[src/rtl/fifo_pkg.sv]
// Shared types and width helpers for the FIFO stream reader.
// Default word and buffer sizes match the FIFO this block sits behind.
package fifo_pkg;

    localparam int WORD_W = 4;
    localparam int BUF_D  = 3;

    typedef logic signed [WORD_W-1:0] fifo_word_t;

    function automatic int occ_w(input int depth);
        return $clog2(depth + 1);
    endfunction

    localparam int OCC_W = occ_w(BUF_D);

endpackage

[src/rtl/stream_ring_buf.sv]
// Circular B-entry word buffer with head/tail pointers and occupancy.
// The head word stays visible after the last pop so the output never glitches.
module stream_ring_buf
    import fifo_pkg::*;
#(
    parameter int N = 4,
    parameter int B = 3
) (
    input  logic                       clk,
    input  logic                       rst,
    input  logic                       wr,
    input  logic signed [N-1:0]        wdata,
    input  logic                       rd,
    output logic signed [N-1:0]        rdata,
    output logic [$clog2(B+1)-1:0]     occupancy
);

    localparam int AW = (B > 1) ? $clog2(B) : 1;
    localparam int OW = occ_w(B);

    logic signed [N-1:0] mem [B];
    logic signed [N-1:0] last;
    logic [AW-1:0]       head;
    logic [AW-1:0]       tail;
    logic [OW-1:0]       count;
    logic                pop;

    function automatic logic [AW-1:0] step(input logic [AW-1:0] p);
        return (p == AW'(B - 1)) ? '0 : p + 1'b1;
    endfunction

    assign pop       = rd && (count != '0);
    assign rdata     = (count != '0) ? mem[head] : last;
    assign occupancy = count;

    // Storage array: write at the tail on every capture
    always_ff @(posedge clk or posedge rst) begin
        if (rst) begin
            for (int i = 0; i < B; i++) mem[i] <= '0;
        end else if (wr) begin
            mem[tail] <= wdata;
        end
    end

    // Pointers, occupancy and the last popped word
    always_ff @(posedge clk or posedge rst) begin
        if (rst) begin
            head  <= '0;
            tail  <= '0;
            count <= '0;
            last  <= '0;
        end else begin
            if (wr) tail <= step(tail);
            if (pop) begin
                head <= step(head);
                last <= mem[head];
            end
            unique case ({wr, pop})
                2'b10:   count <= count + 1'b1;
                2'b01:   count <= count - 1'b1;
                default: count <= count;
            endcase
        end
    end

endmodule

[src/rtl/fifo_stream_reader.sv]
// Drains a single-clock FIFO into a registered valid/ready output stream.
// The read strobe looks only at registered state, never at out_ready.
module fifo_stream_reader
    import fifo_pkg::*;
#(
    parameter int N = 4,
    parameter int B = 3,
    parameter int C = 8
) (
    input  logic                       clk,
    input  logic                       rst,
    input  logic                       en,
    input  logic                       fifo_empty,
    input  logic signed [N-1:0]        fifo_data,
    output logic                       fifo_r_en,
    output logic                       out_valid,
    input  logic                       out_ready,
    output logic signed [N-1:0]        out_data,
    output logic [$clog2(B+1)-1:0]     occupancy,
    output logic [C-1:0]               word_count
);

    localparam int OW = occ_w(B);

    logic          pend;
    logic          fire;
    logic [OW:0]   inflight;

    // Strobe only while buffered plus in-flight words leave room
    always_comb begin
        inflight  = {1'b0, occupancy} + {{OW{1'b0}}, pend};
        fifo_r_en = en & ~fifo_empty & (inflight < (OW + 1)'(B));
        out_valid = (occupancy != '0);
        fire      = out_valid & out_ready;
    end

    // Track the one-cycle FIFO read latency and count delivered words
    always_ff @(posedge clk or posedge rst) begin
        if (rst) begin
            pend       <= 1'b0;
            word_count <= '0;
        end else begin
            pend <= fifo_r_en;
            if (fire) word_count <= word_count + 1'b1;
        end
    end

    stream_ring_buf #(
        .N (N),
        .B (B)
    ) u_buf (
        .clk       (clk),
        .rst       (rst),
        .wr        (pend),
        .wdata     (fifo_data),
        .rd        (fire),
        .rdata     (out_data),
        .occupancy (occupancy)
    );

endmodule
[config.mk]
export PLATFORM = sky130hd
export DESIGN_NAME = fifo_stream_reader
export DESIGN_NICKNAME = d
export VERILOG_FILES = /design/src/rtl/fifo_pkg.sv /design/src/rtl/stream_ring_buf.sv /design/src/rtl/fifo_stream_reader.sv
export SDC_FILE = /design/constraint.sdc
export NUM_CORES = 1
export LEC_CHECK = 0
export ABC_AREA = 1
export CAP_MARGIN = 20
export CORE_ASPECT_RATIO = 1.1
export CORE_MARGIN = 3
export CORE_UTILIZATION = 35
export DETAILED_ROUTE_END_ITERATION = 7
export PLACE_DENSITY_LB_ADDON = 0.05
export SLEW_MARGIN = 20
export SYNTH_ARGS = -nofsm -noshare
export SYNTH_HDL_FRONTEND = slang
export SYNTH_SLANG_ARGS = --single-unit
[constraint.sdc]
create_clock -name clk -period 3.15 [get_ports clk]
set_input_delay 0.4725 -clock clk [delete_from_list [all_inputs] [get_ports clk]]
set_output_delay 0.4725 -clock clk [all_outputs]
set_load 0.05 [all_outputs]
==> flow_summary_export.csv <==
group,metric,value,unit
outcome,outcome,"complete, no violations",
setup_path,r2r_setup_slack,1.56,ns
clock_network,root_buffer,"clkbuf_8",
setup_path,reg2regPathDepth,6,
placement,place.gp.congestion,0.754,
grt,grt_max_degree,32,
hold_path,min_path_type,"flop to flop",
clock_network,cts_setup_buffers,0,
timing,skew,0.00397,ns
floorplanning,initial_core_util,0.369,
synth,avgSynthCellArea,8.49,sq um
grt,grt.total_usage,0.139,
power,seq_power_share,0.328,
setup_path,r2r-end,"u_buf.occupancy[1]",
power,switching_share,0.476,
timing,final_hold_viol_count,0,
layout,multiInputGateArea,623,sq um
routing,postRouteAntennaNets,0,
setup_path,crit_path_end,"fifo_r_en",
synth,synthCells,175,
layout,antenna_cells,0,
timing,setup_tns,0,ns
layout,area.sequential,776,sq um
power,ir_drop,0.575,mV
timing,worst_pin_slew,0.503,ns
setup_path,crit_start,"u_buf.occupancy[0]",
timing,relSlewSlack,0.663,
floorplanning,rows,24,
timing,setup-violations-final,0,
setup_path,reg2reg_from,"u_buf.occupancy[0]",
synth,ys_seq_area_frac,0.522,
layout,layout.nets,219,
routing,vias,1210,
synth,synth_top_family_by_area,"simple AND/OR/NAND/NOR gates",
floorplanning,die_height,74.3,microns
clock_network,holdBufCountCts,0,
power,clkPwrFrac,0.151,
timing,setup_ws,0.298,ns
synth,ys_seq_elements,31,
synth,ys_warn_count,0,
floorplanning,core,4020,sq um
power,netSwitchingPower,1050,uW
power,power_frac_comb,0.521,
power,p_int,1160,uW
synth,syn-num-nets,188,
layout,num-fill-cells,414,
hold_path,whs_path_depth,2,
clock_network,cts_tree,"done",
placement,dp_hpwl,2.17,mm
floorplanning,die-area,5060,sq um
routing,drt-initial-drc-count,37,
layout,drive_above_1_share,0.0676,
layout,layout_common_cells,"66 x nand2_1, 31 x dfrtp_1, 24 x clkdlybuf4s50_1",
routing,viasPerCell,4.67,
power,p_leak,0.000941,uW
setup_path,end_kind,"primary output",
placement,pre_cts_ws,0.585,ns
clock_network,cts_buffers,5,
grt,antenna_found_initial,0,
clock_network,cts_buffer_depth,2,
layout,final_common_cell,"nand2_1",
setup_path,worstPathArrival,2.38,ns
floorplanning,ios,25,
grt,overflow,0,
clock_network,htreeDepth,2,
timing,fin_crit,2.85,ns
timing,finalCritPeriodShare,0.905,
timing,rsz0062_at_grt,"no",
synth,synthAdderAreaFrac,0.0337,
synth,synth_xor_area_frac,0.0295,
synth,yosysUniqueCellTypes,20,
routing,dr.pass1.iters,4,
synth,synth.cell_area,1490,sq um
routing,route.final.wire_length,3.00,mm
synth,synthSimpleGateAreaFrac,0.302,
floorplanning,dieWidth,68.1,microns
setup_path,critPathKind,"flop to primary output",
run,max_cap_viol_count,0,
timing,maxSlewViolCount,0,
power,power.density,1170,nW/um^2
synth,muxShareOfSynthArea,0,
routing,wl_per_cell,11.6,microns
synth,synth_compound_area_frac,0.0539,
clock_network,clkSinkCount,31,
timing,max_freq,351,MHz
placement,io_buffers,24,
setup_path,critPathMaxFanout,7,
layout,syn_to_final_growth,27.0,%
routing,drc,0,
clock_network,path_clk_slew,0.06,ns
grt,grt_pass1_vias,1167,
clock_network,clk_latency,0.28,ns
clock_network,cts.repair.resized,0,
grt,grt_pass1_wl,5.20,mm
setup_path,start_kind,"flop",
setup_path,crit_required,2.68,ns
-- layer usage --
layer / routed length [microns] / vias up / track usage
met4: 63 / 0 / 0.0662
met2: 1470 / 21 / 0.229
li1: - / 618 / -
met3: 114 / 7 / 0.0363
met5: 0 / - / 0
met1: 1350 / 564 / 0.167
-- worst min path at each step --
stage	endpoint	from	slack (ns)
2_1_floorplan	u_buf.last[0]	u_buf.last[0]	0.45
3_3_place_gp	u_buf.last[2]	u_buf.last[2]	0.46
3_5_place_dp	u_buf.last[3]	u_buf.last[3]	0.47
4_1_cts	u_buf.last[3]	u_buf.last[3]	0.48
5_1_grt	u_buf.last[1]	u_buf.last[1]	0.50
6_report	u_buf.last[0]	u_buf.last[0]	0.48
-- metrics by stage --
stage                      util  hold slack [ns]  std cells  power, uW  instance area, sq um
after global placement    0.444            0.463        251       1880                  1790
after global routing      0.469            0.503        259       2400                  1890
after floorplan               -            0.449        175       1550                  1490
after CTS                 0.469            0.484        259       2250                  1890
final                     0.469            0.477        259       2220                  1890
after detailed placement  0.444            0.467        251       1910                  1790
-- power by group through the flow --
stage | sequential, uW | clock [uW] | combinational (uW)
5_1_grt | 755 | 365 | 1280
3_3_place_gp | 726 | 0 | 1160
4_1_cts | 729 | 349 | 1180
2_1_floorplan | 873 | 0 | 673
6_report | 726 | 334 | 1160
3_5_place_dp | 733 | 0 | 1170
-- final cells by class --
type                    instances  area share
clock buffers                   8      0.0531
inverters                      20      0.0398
multi-input cells             123       0.330
flip-flops and latches         31       0.411
well taps                      52      0.0345
repair buffers                 25       0.131
-- logic make-up after synthesis --
kind of cell             count (synthesis)
buffers and inverters                   21
XOR/XNOR                                 5
AO/OA/AOI/OAI                           16
adder cells (fa/ha/maj)                  4
flip-flops                              31
AND/OR/NAND/NOR                         98
-- cell usage after synthesis (all sizes together) --
cell type,n,area (sq um)
a21oi,1,5.00
buf,1,11.3
dfrtp,31,776
ha,4,50.1
inv,20,75.1
nand2,68,270
nand3,16,80.1
nand3b,1,7.51
nand4,3,18.8
nor2,8,61.3
nor3,1,5.00
o21ai,15,75.1
or2,1,6.26
xnor2,2,17.5
xor2,3,26.3
-- critical path, stage by stage (launching register included) --
cell	delay, ns
dfrtp_1	0.48
ha_1	0.25
ha_1	0.27
nand2_1	0.07
nand3b_1	0.08
nor2_1	0.13
clkdlybuf4s50_1	0.82
-- flip-flops by register name (all words and copies together), names as in the netlist --
| signal | cells |
|---|---|
| u_buf.occupancy | 2 |
| u_buf.last | 4 |
| word_count | 8 |
| u_buf.mem | 12 |
| u_buf.tail | 2 |
| pend | 1 |
| u_buf.head | 2 |
No activity file was read; power rests on OpenSTA's default activity.
